==> src/rtl/uart_mem_arbiter_pkg.sv <==
// Shared types and constants for the UART/CPU RAM arbiter: default widths,
// requester port IDs and the read-tag record carried down the return pipeline.
package uart_mem_pkg;

    localparam int unsigned AW_DEFAULT = 11;
    localparam int unsigned DW_DEFAULT = 8;

    localparam logic PORT_A = 1'b0;
    localparam logic PORT_B = 1'b1;

    typedef struct packed {
        logic valid;
        logic port;
    } rd_tag_t;

endpackage

==> src/rtl/uart_mem_arbiter_if.sv <==
// Bundle of the two requester ports and the RAM macro port seen by the arbiter.
// slave = arbiter side, master = requesters plus RAM macro side.
interface uart_mem_arbiter_if
    import uart_mem_pkg::*;
#(
    parameter int unsigned AW = AW_DEFAULT,
    parameter int unsigned DW = DW_DEFAULT
);
    logic          a_req;
    logic          a_we;
    logic [AW-1:0] a_ad;
    logic [DW-1:0] a_wd;
    logic          a_gnt;
    logic [DW-1:0] a_rd;
    logic          a_rvalid;

    logic          b_req;
    logic          b_we;
    logic [AW-1:0] b_ad;
    logic [DW-1:0] b_wd;
    logic          b_gnt;
    logic [DW-1:0] b_rd;
    logic          b_rvalid;

    logic          mem_en;
    logic          mem_we;
    logic [AW-1:0] mem_ad;
    logic [DW-1:0] mem_wd;
    logic [DW-1:0] mem_rd;

    modport slave (
        input  a_req, a_we, a_ad, a_wd,
        input  b_req, b_we, b_ad, b_wd,
        input  mem_rd,
        output a_gnt, a_rd, a_rvalid,
        output b_gnt, b_rd, b_rvalid,
        output mem_en, mem_we, mem_ad, mem_wd
    );

    modport master (
        output a_req, a_we, a_ad, a_wd,
        output b_req, b_we, b_ad, b_wd,
        output mem_rd,
        input  a_gnt, a_rd, a_rvalid,
        input  b_gnt, b_rd, b_rvalid,
        input  mem_en, mem_we, mem_ad, mem_wd
    );

endinterface

==> src/rtl/uart_mem_arbiter_arb.sv <==
// rr_arb2: two-input pick with a one-cycle post-grant mask and a last-grant
// pointer; FIXED_PRI=1 makes port A win every tie.
module rr_arb2
    import uart_mem_pkg::*;
#(
    parameter bit FIXED_PRI = 1'b0
) (
    input  logic clk,
    input  logic rst_n,
    input  logic a_req_i,
    input  logic b_req_i,
    output logic pick_vld_o,
    output logic pick_port_o,
    output logic a_gnt_o,
    output logic b_gnt_o
);

    logic a_gnt_q, a_gnt_d;
    logic b_gnt_q, b_gnt_d;
    logic last_q, last_d;
    logic a_elig, b_elig;

    // A port granted last cycle is masked while its requester reacts to gnt.
    assign a_elig = a_req_i & ~a_gnt_q;
    assign b_elig = b_req_i & ~b_gnt_q;

    // NOTE: every signal written here gets a default first, so no latch can be inferred.
    always_comb begin
        pick_vld_o  = a_elig | b_elig;
        pick_port_o = PORT_A;
        if (a_elig && b_elig) begin
            if (FIXED_PRI) pick_port_o = PORT_A;
            else           pick_port_o = (last_q == PORT_A) ? PORT_B : PORT_A;
        end else if (b_elig) begin
            pick_port_o = PORT_B;
        end
        last_d  = pick_vld_o ? pick_port_o : last_q;
        a_gnt_d = pick_vld_o && (pick_port_o == PORT_A);
        b_gnt_d = pick_vld_o && (pick_port_o == PORT_B);
    end

    // NOTE: state updates use non-blocking assignments so every register samples pre-edge values.
    always_ff @(posedge clk or negedge rst_n) begin
        if (!rst_n) begin
            a_gnt_q <= 1'b0;
            b_gnt_q <= 1'b0;
            last_q  <= PORT_B;
        end else begin
            a_gnt_q <= a_gnt_d;
            b_gnt_q <= b_gnt_d;
            last_q  <= last_d;
        end
    end

    assign a_gnt_o = a_gnt_q;
    assign b_gnt_o = b_gnt_q;

endmodule

==> src/rtl/uart_mem_arbiter.sv <==
// Shares one synchronous single-port RAM between the CPU (A) and UART bridge (B):
// registered issue stage, 2-deep read-tag pipeline and per-port read-data return.
module uart_mem_arbiter
    import uart_mem_pkg::*;
#(
    parameter int unsigned AW        = AW_DEFAULT,
    parameter int unsigned DW        = DW_DEFAULT,
    parameter bit          FIXED_PRI = 1'b0
) (
    input  logic                clk,
    input  logic                rst_n,
    uart_mem_arbiter_if.slave   bus
);

    logic          pick_vld, pick_port;
    logic          a_gnt, b_gnt;

    logic          mem_en_q, mem_en_d;
    logic          mem_we_q, mem_we_d;
    logic [AW-1:0] mem_ad_q, mem_ad_d;
    logic [DW-1:0] mem_wd_q, mem_wd_d;

    rd_tag_t       tag0_q, tag0_d, tag1_q;

    logic          a_rvalid_q, a_rvalid_d;
    logic          b_rvalid_q, b_rvalid_d;
    logic [DW-1:0] a_rd_q, a_rd_d;
    logic [DW-1:0] b_rd_q, b_rd_d;

    rr_arb2 #(.FIXED_PRI(FIXED_PRI)) u_arb (
        .clk         (clk),
        .rst_n       (rst_n),
        .a_req_i     (bus.a_req),
        .b_req_i     (bus.b_req),
        .pick_vld_o  (pick_vld),
        .pick_port_o (pick_port),
        .a_gnt_o     (a_gnt),
        .b_gnt_o     (b_gnt)
    );

    always_comb begin
        mem_en_d = pick_vld;
        mem_we_d = mem_we_q;
        mem_ad_d = mem_ad_q;
        mem_wd_d = mem_wd_q;
        if (pick_vld) begin
            if (pick_port == PORT_A) begin
                mem_we_d = bus.a_we;
                mem_ad_d = bus.a_ad;
                mem_wd_d = bus.a_wd;
            end else begin
                mem_we_d = bus.b_we;
                mem_ad_d = bus.b_ad;
                mem_wd_d = bus.b_wd;
            end
        end

        // Only reads are tagged; the tag reaches the return stage as mem_rd becomes valid.
        tag0_d.valid = pick_vld & ~mem_we_d;
        tag0_d.port  = pick_port;

        a_rvalid_d = tag1_q.valid && (tag1_q.port == PORT_A);
        b_rvalid_d = tag1_q.valid && (tag1_q.port == PORT_B);
        a_rd_d     = a_rvalid_d ? bus.mem_rd : a_rd_q;
        b_rd_d     = b_rvalid_d ? bus.mem_rd : b_rd_q;
    end

    always_ff @(posedge clk or negedge rst_n) begin
        if (!rst_n) begin
            mem_en_q   <= 1'b0;
            mem_we_q   <= 1'b0;
            mem_ad_q   <= '0;
            mem_wd_q   <= '0;
            tag0_q     <= '0;
            tag1_q     <= '0;
            a_rvalid_q <= 1'b0;
            b_rvalid_q <= 1'b0;
            a_rd_q     <= '0;
            b_rd_q     <= '0;
        end else begin
            mem_en_q   <= mem_en_d;
            mem_we_q   <= mem_we_d;
            mem_ad_q   <= mem_ad_d;
            mem_wd_q   <= mem_wd_d;
            tag0_q     <= tag0_d;
            tag1_q     <= tag0_q;
            a_rvalid_q <= a_rvalid_d;
            b_rvalid_q <= b_rvalid_d;
            a_rd_q     <= a_rd_d;
            b_rd_q     <= b_rd_d;
        end
    end

    assign bus.a_gnt    = a_gnt;
    assign bus.b_gnt    = b_gnt;
    assign bus.a_rvalid = a_rvalid_q;
    assign bus.b_rvalid = b_rvalid_q;
    assign bus.a_rd     = a_rd_q;
    assign bus.b_rd     = b_rd_q;
    assign bus.mem_en   = mem_en_q;
    assign bus.mem_we   = mem_we_q;
    assign bus.mem_ad   = mem_ad_q;
    assign bus.mem_wd   = mem_wd_q;

endmodule

==> src/flat_wrapper.sv <==
// flat-port wrapper written by rule: the top's interface ports become plain ports
module uart_mem_arbiter_flat import uart_mem_pkg::*;
#(
    parameter int unsigned AW        = AW_DEFAULT,
    parameter int unsigned DW        = DW_DEFAULT,
    parameter bit          FIXED_PRI = 1'b0
)
  (clk, rst_n, bus_a_req, bus_a_we, bus_a_ad, bus_a_wd, bus_b_req, bus_b_we, bus_b_ad, bus_b_wd, bus_mem_rd, bus_a_gnt, bus_a_rd, bus_a_rvalid, bus_b_gnt, bus_b_rd, bus_b_rvalid, bus_mem_en, bus_mem_we, bus_mem_ad, bus_mem_wd);
  uart_mem_arbiter_if #(.AW(AW), .DW(DW)) bus_i ();
  input  logic clk;
  input  logic rst_n;
  input wire logic [$bits(bus_i.a_req)-1:0] bus_a_req;
  input wire logic [$bits(bus_i.a_we)-1:0] bus_a_we;
  input wire logic [$bits(bus_i.a_ad)-1:0] bus_a_ad;
  input wire logic [$bits(bus_i.a_wd)-1:0] bus_a_wd;
  input wire logic [$bits(bus_i.b_req)-1:0] bus_b_req;
  input wire logic [$bits(bus_i.b_we)-1:0] bus_b_we;
  input wire logic [$bits(bus_i.b_ad)-1:0] bus_b_ad;
  input wire logic [$bits(bus_i.b_wd)-1:0] bus_b_wd;
  input wire logic [$bits(bus_i.mem_rd)-1:0] bus_mem_rd;
  output wire logic [$bits(bus_i.a_gnt)-1:0] bus_a_gnt;
  output wire logic [$bits(bus_i.a_rd)-1:0] bus_a_rd;
  output wire logic [$bits(bus_i.a_rvalid)-1:0] bus_a_rvalid;
  output wire logic [$bits(bus_i.b_gnt)-1:0] bus_b_gnt;
  output wire logic [$bits(bus_i.b_rd)-1:0] bus_b_rd;
  output wire logic [$bits(bus_i.b_rvalid)-1:0] bus_b_rvalid;
  output wire logic [$bits(bus_i.mem_en)-1:0] bus_mem_en;
  output wire logic [$bits(bus_i.mem_we)-1:0] bus_mem_we;
  output wire logic [$bits(bus_i.mem_ad)-1:0] bus_mem_ad;
  output wire logic [$bits(bus_i.mem_wd)-1:0] bus_mem_wd;
  assign bus_i.a_req = bus_a_req;
  assign bus_i.a_we = bus_a_we;
  assign bus_i.a_ad = bus_a_ad;
  assign bus_i.a_wd = bus_a_wd;
  assign bus_i.b_req = bus_b_req;
  assign bus_i.b_we = bus_b_we;
  assign bus_i.b_ad = bus_b_ad;
  assign bus_i.b_wd = bus_b_wd;
  assign bus_i.mem_rd = bus_mem_rd;
  assign bus_a_gnt = bus_i.a_gnt;
  assign bus_a_rd = bus_i.a_rd;
  assign bus_a_rvalid = bus_i.a_rvalid;
  assign bus_b_gnt = bus_i.b_gnt;
  assign bus_b_rd = bus_i.b_rd;
  assign bus_b_rvalid = bus_i.b_rvalid;
  assign bus_mem_en = bus_i.mem_en;
  assign bus_mem_we = bus_i.mem_we;
  assign bus_mem_ad = bus_i.mem_ad;
  assign bus_mem_wd = bus_i.mem_wd;
  uart_mem_arbiter #(.AW(AW), .DW(DW), .FIXED_PRI(FIXED_PRI)) u_core (.clk(clk), .rst_n(rst_n), .bus(bus_i));
endmodule
==> config.mk <==
export PLATFORM = sky130hd
export DESIGN_NAME = uart_mem_arbiter_flat
export DESIGN_NICKNAME = d
export VERILOG_FILES = /design/src/rtl/uart_mem_arbiter_pkg.sv /design/src/rtl/uart_mem_arbiter_if.sv /design/src/rtl/uart_mem_arbiter_arb.sv /design/src/rtl/uart_mem_arbiter.sv /design/src/flat_wrapper.sv
export SDC_FILE = /design/constraint.sdc
export NUM_CORES = 1
export LEC_CHECK = 0
export ABC_AREA = 1
export BUFFER_PORTS_ARGS = -buffer_cell sky130_fd_sc_hd__buf_2
export CORE_MARGIN = 10
export CORE_UTILIZATION = 50
export CTS_CLUSTER_DIAMETER = 200
export DETAILED_ROUTE_END_ITERATION = 12
export PLACE_DENSITY_LB_ADDON = 0.25
export SYNTH_ARGS = -nofsm -noshare
export SYNTH_HDL_FRONTEND = slang
export SYNTH_HIERARCHICAL = 1
export SYNTH_SLANG_ARGS = --single-unit
==> constraint.sdc <==
create_clock -name clk -period 2.72 [get_ports clk]
set_input_delay 0.544 -clock clk [delete_from_list [all_inputs] [get_ports clk]]
set_output_delay 0.544 -clock clk [all_outputs]
set_load 0.05 [all_outputs]
==> impl_metrics.csv, run 1 <==
group,metric,value,unit
run_status,status,"finished clean",
sta,fin_setup_tns,0,ns
power,power_switching,1.32,mW
synth,yosys.area_share.simple,0.251,
floorplan,io_pins,93,
grt,grt_use_total,0.139,
clock_tree,cts-root-buf,"clkbuf_8",
routing,drtIter0Drc,108,
grt,grt_pass1_wl,8200,um
synth,syn-instance-count,260,
routing,vias,1798,
clock_tree,cts_buffer_depth,2,
synth,synth_fp_nets,312,
clock_tree,postCtsHoldBufs,0,
grt,grt_pass1_vias,1869,
layout,nNetsFinal,403,
routing,drt_wl_total,4930,um
routing,drt_first_pass_iters,4,
setup_path,critical_path_class,"flop to flop",
sta,drv_slew,0,
synth,synth_top_family_by_area,"simple AND/OR/NAND/NOR gates",
power,clkPwrFrac,0.152,
setup_path,worstPathArrival,1.94,ns
sta,finalHoldViolCount,0,
power,p_per_area,1040,mW/mm2
layout,diodes,0,
synth,synth_area_leaders,"dfrtp_1 (55%), nand2_1 (19%), inv_1 (11%)",
synth,yosysTopAreaCell,"dfrtp_1",
sta,max_slew.worst_pin.slew,0.658,ns
sta,setup_viol,0,
synth,post_synth_fa_ha_maj_area_fraction,0,
grt,antenna_found_initial,0,
routing,wl_met3,408,um
grt,grt_max_degree,25,
routing,wl_met1,2020,um
layout,syn2layout_area_growth,28.0,%
floorplan,die_area,0.00703,mm2
power,seq_power_share,0.369,
floorplan,start_util,0.513,
sta,finalClockSkew,0.00583,ns
clock_tree,cts.sinks,46,
routing,route.detailed.drc,0,
routing,dr.max_layer_used,"met4",
synth,synth.avg_cell_area,7.84,um2
clock_tree,cts_tree,"built",
power,p_leak,1.67,nW
sta,relSlewSlack,0.561,
routing,avgRoutedWirePerCell,12.3,um
run,cap_viol_max_count,0,
sta,fin_crit_sh,0.658,
routing,wl_met2,2370,um
synth,synthMuxAreaShare,0,
floorplan,rows,23,
clock_tree,clk_latency,0.29,ns
clock_tree,path_clk_slew,0.08,ns
routing,antenna_left,0,
setup_path,worstSetupEndpointType,"flop",
floorplan,core-area,0.00397,mm2
power,swShare,0.489,
placement,dp_hpwl,3840,um
setup_path,required,2.87,ns
layout,final_common_cell,"nand2_1",
layout,final_cell_mix,"nand2_1 (102), buf_2 (92), inv_1 (58), dfrtp_1 (45), nand3_1 (20)",
power,share_comb_of_total_power,0.479,
floorplan,die_height,83.8,um
placement,place_congestion,0.837,
synth,synth_top_area_frac,0.552,
synth,yosysWarnings,6,
grt,gr-total-overflow,0,
sta,max_freq,0.559,GHz
routing,viasPerCell,4.47,
placement,pre_cts_slack,0.665,ns
clock_tree,cts_resized,0,
sta,rsz0062_at_grt,"false",
clock_tree,htreeDepth,2,
clock_tree,cts_made_buffers,5,
synth,synth_seq_area_share,0.565,
layout,drive_gt1_frac,0.304,
setup_path,startpoint_type,"flop",
sta,finalWorstSetupSlack,0.930,ns
synth,ys_types,15,
power,ir_drop,0.492,mV
sta,fin_crit,1.79,ns
setup_path,cp_max_fo,22,
floorplan,die_width,83.8,um
clock_tree,cts_setup_buffers,0,
power,p_int,1.38,mW
worst_hold_path,hp-class,"input port to asynchronous set/reset pin",
synth,synth_xor_area_frac,0,
synth,synth_compound_area_frac,0.0442,
synth,yosys_register_bits,46,
synth,syn_area,0.00204,mm2
placement,io_buffers,92,
synthesized netlist by cell type:
library cell and number:
a21oi_1 2, buf_2 8, buf_4 1, buf_6 1
clkinv_1 1, dfrtp_1 45, dfstp_2 1, inv_1 58
inv_2 1, nand2_1 102, nand2_2 2, nand3_1 20
nand3_2 1, nor2_2 1, o21ai_1 16
final cells by class:
| type | instances | area (um2) |
|---|---|---|
| Tap cell | 50 | 62.6 |
| Clock buffer | 7 | 86.3 |
| Timing Repair Buffer | 94 | 475 |
| Inverter | 60 | 225 |
| Sequential cell | 46 | 1150 |
| Clock inverter | 1 | 5.00 |
| Fill cell | 344 | 1360 |
| Multi-Input combinational cell | 144 | 602 |
critical path, stage by stage, from the launching register on:
cell     delay, ns
dfrtp_1       0.41
nor2_2        0.13
nand2_1       0.08
inv_1         0.49
inv_2         0.31
nand2_1       0.16
a21oi_1       0.07
worst paths after layout:
kind                                              to                 start  cells past startpoint  slack [ns]
worst min register to register      u_core/tag1_q[0]      u_core/tag0_q[0]                      0        0.36
max in group asynchronous       u_core/bus.mem_wd[7]                 rst_n                      2        1.82
min in group clk                    u_core/tag1_q[0]      u_core/tag0_q[0]                      0        0.36
worst max register to register      u_core/tag0_q[1]  u_core/u_arb/b_gnt_o                      6        0.93
worst min-delay path              u_core/bus.a_rd[3]                 rst_n                      1        0.22
worst max-delay path                u_core/tag0_q[1]  u_core/u_arb/b_gnt_o                      6        0.93
cell families (layout without fill, tap and decap cells):
family	Yosys count	in the layout
and+or+nand+nor	126	126
buffers and inverters	70	162
DFF	46	46
AOI/OAI and AO/OA	18	18
power groups by stage:
stage               combinational, mW  clock (mW)  sequential [mW]
finish                           1.29       0.411            0.996
floorplan                       0.287           0             1.70
CTS                              1.31       0.424            0.998
detailed placement               1.31           0             1.01
global placement                 1.29           0             1.00
global route                     1.39       0.446             1.03
state kept, by name, indices dropped and copies added, names as in the netlist, 2 cells and up:
register and cells:
u_core/bus.mem_ad 11, u_core/bus.b_rd 8, u_core/tag1_q 2, u_core/tag0_q 2, u_core/bus.mem_wd 8, u_core/bus.a_rd 8
per-layer routing:
layer / GRT usage / up-vias
li1: - / 944
met1: 0.147 / 778
met2: 0.236 / 66
met3: 0.0615 / 10
met4: 0.0594 / 0
met5: 0 / -
per-stage QoR:
stage                      util  instances  hold slack, ns  area, um2  power, mW
final                     0.657        402           0.217       2610       2.70
after global placement    0.634        394           0.334       2520       2.30
after detailed placement  0.634        394           0.339       2520       2.32
after CTS                 0.657        402           0.231       2610       2.74
after global routing      0.657        402           0.243       2610       2.86
after floorplan               -        260           0.248       2040       1.99
Note: power is estimated with default switching activity, not from simulation.
==> inputs of run 2 (changes only) <==
Settings changed: CORE_UTILIZATION 50 to 42.
Clock period 2.72 ns to 1.6 ns, I/O delays scaled along.
==> run 2 against run 1 <==
Sequential cell count did not move. Register-to-register slack got worse by 0.73 ns. Power rose by 76%. Global-route usage fell by 0.33 points. Largest cell class unchanged. Critical path type unchanged. Clock-buffer cell count did not move. First-iteration DRC count fell by 57%. Via count rose by 2.6%. Routed wire length rose by 6.4%.
==> impl_metrics.csv, run 2 (same netlist as run 1, synthesis figures left out) <==
group,metric,value,unit
run_status,status,"finished clean",
setup_path,cp_top_family,"flip-flops",
sta,fin_crit_sh,0.878,
layout,syn2layout_area_growth,32.7,%
floorplan,core-area,0.00472,mm2
power,p_leak,1.71,nW
setup_path,worstPathArrival,1.58,ns
floorplan,io_pins,93,
layout,nNetsFinal,409,
placement,dp.cells,416,
layout,diodes,0,
layout,stdcell_count,425,
floorplan,die_area,0.00804,mm2
layout,drive_gt1_frac,0.310,
floorplan,rows,25,
setup_path,cpPeakStageDelay,0.54,ns
sta,drv_slew,0,
clock_tree,htreeDepth,2,
sta,fin_hold_ws,0.284,ns
layout,final_common_cell,"nand2_1",
setup_path,worstSetupEndpointType,"flop",
setup_path,critical_path_class,"flop to flop",
grt,grt_max_degree,29,
clock_tree,cts.sinks,46,
grt,grt_use_total,0.136,
routing,route.detailed.drc,0,
placement,io_buffers,92,
routing,drt_first_pass_iters,4,
clock_tree,path_clk_slew,0.08,ns
clock_tree,cts_buffer_depth,2,
floorplan,start_util,0.432,
grt,grt_pass1_wl,8560,um
sta,fin_setup_tns,0,ns
run,cap_viol_max_count,0,
setup_path,crit_chain,"nand3_2, nand2_1, inv_1, inv_2, nand2_1, nand3_1, nand2_1",
clock_tree,cts_setup_buffers,0,
routing,antenna_left,0,
grt,grt_pass1_vias,1921,
layout,largest_reg_flops,11,
floorplan,die_height,89.7,um
setup_path,required,1.78,ns
setup_path,cp_max_fo,20,
clock_tree,cts_tree,"built",
power,ir_drop,0.627,mV
routing,vias,1844,
routing,avgRoutedWirePerCell,12.3,um
sta,finalClockSkew,0.00714,ns
placement,dp_hpwl,4080,um
placement,place_congestion,0.711,
sta,relSlewSlack,0.685,
routing,drtIter0Drc,46,
clock_tree,clk_latency,0.29,ns
sta,max_freq,0.712,GHz
floorplan,die_width,89.7,um
setup_path,critPathBufInv,2,
power,p_per_area,1760,mW/mm2
layout,final_cell_mix,"nand2_1 (102), buf_2 (92), inv_1 (58), dfrtp_1 (45), nand3_1 (20)",
grt,gr-total-overflow,0,
setup_path,startpoint_type,"flop",
sta,setup_viol,0,
sta,max_slew.worst_pin.slew,0.473,ns
worst_hold_path,hp-class,"input port to flop",
routing,drt_wl_total,5240,um
setup_path,slowest_stage,"dfstp_2",
clock_tree,cts_resized,0,
grt,antenna_found_initial,0,
routing,viasPerCell,4.34,
sta,rsz0062_at_grt,"false",
setup_path,crit_top_cell,"nand2_1",
clock_tree,cts-root-buf,"clkbuf_8",
sta,fin_crit,1.40,ns
sta,finalHoldViolCount,0,
clock_tree,cts_made_buffers,5,
==> run 2: worst paths after layout <==
kind | start | to | slack (ns) | cells after the start
min in group asynchronous | rst_n | u_core/u_arb/b_gnt_o | 0.51 | 2
hold / removal | bus_mem_rd[7] | u_core/bus.a_rd[7] | 0.28 | 3
max in group asynchronous | rst_n | u_core/bus.mem_wd[7] | 0.58 | 3
setup / recovery | u_core/u_arb/last_q | u_core/bus.mem_ad[2] | 0.20 | 7
setup reg to reg | u_core/u_arb/last_q | u_core/bus.mem_ad[2] | 0.20 | 7
hold reg to reg | u_core/tag0_q[0] | u_core/tag1_q[0] | 0.35 | 0
==> run 2: what timing repair did <==
| item | in CTS | in global routing |
|---|---|---|
| hold buffers | 1 | 0 |
| endpoints found under the setup margin | 0 | 0 |
| hold endpoints to repair | 17 | 0 |
==> run 2: power by group <==
part           internal [mW]  switching [mW]
sequential              1.52           0.176
combinational          0.504            1.74
clock                  0.467           0.362
==> run 2: worst reg2reg max path, delay by kind of cell, from the launching register on <==
kind / cells / cell delay (ns)
buffers and inverters: 2 / 0.33
flip-flops: 1 / 0.54
AND/OR/NAND/NOR: 5 / 0.41
==> run 2: through the flow <==
step                instance area (um2)  total power, mW   util  worst slack (ns)
global route                       2710             5.06  0.573            0.0441
detailed placement                 2590             3.99  0.548             0.218
finish                             2710             4.77  0.573             0.196
global placement                   2590             3.95  0.548             0.258
CTS                                2710             4.83  0.573             0.209
floorplan                          2040             3.38      -            0.0957
==> run 2: cell type report <==
cell class                      count  area [um2]
Tap cell                           67        83.8
Timing Repair Buffer              100         536
Clock inverter                      1        30.0
Multi-Input combinational cell    144         602
Clock buffer                        7        76.3
Sequential cell                    46        1150
Inverter                           60         225
Fill cell                         450        2020
==> run 2: metal layers <==
metal	global-route usage	wire [um]	vias up
met2	0.229	2440	69
met5	0	0	-
met4	0.0434	82	0
li1	-	-	948
met1	0.150	2180	820
met3	0.0623	533	7
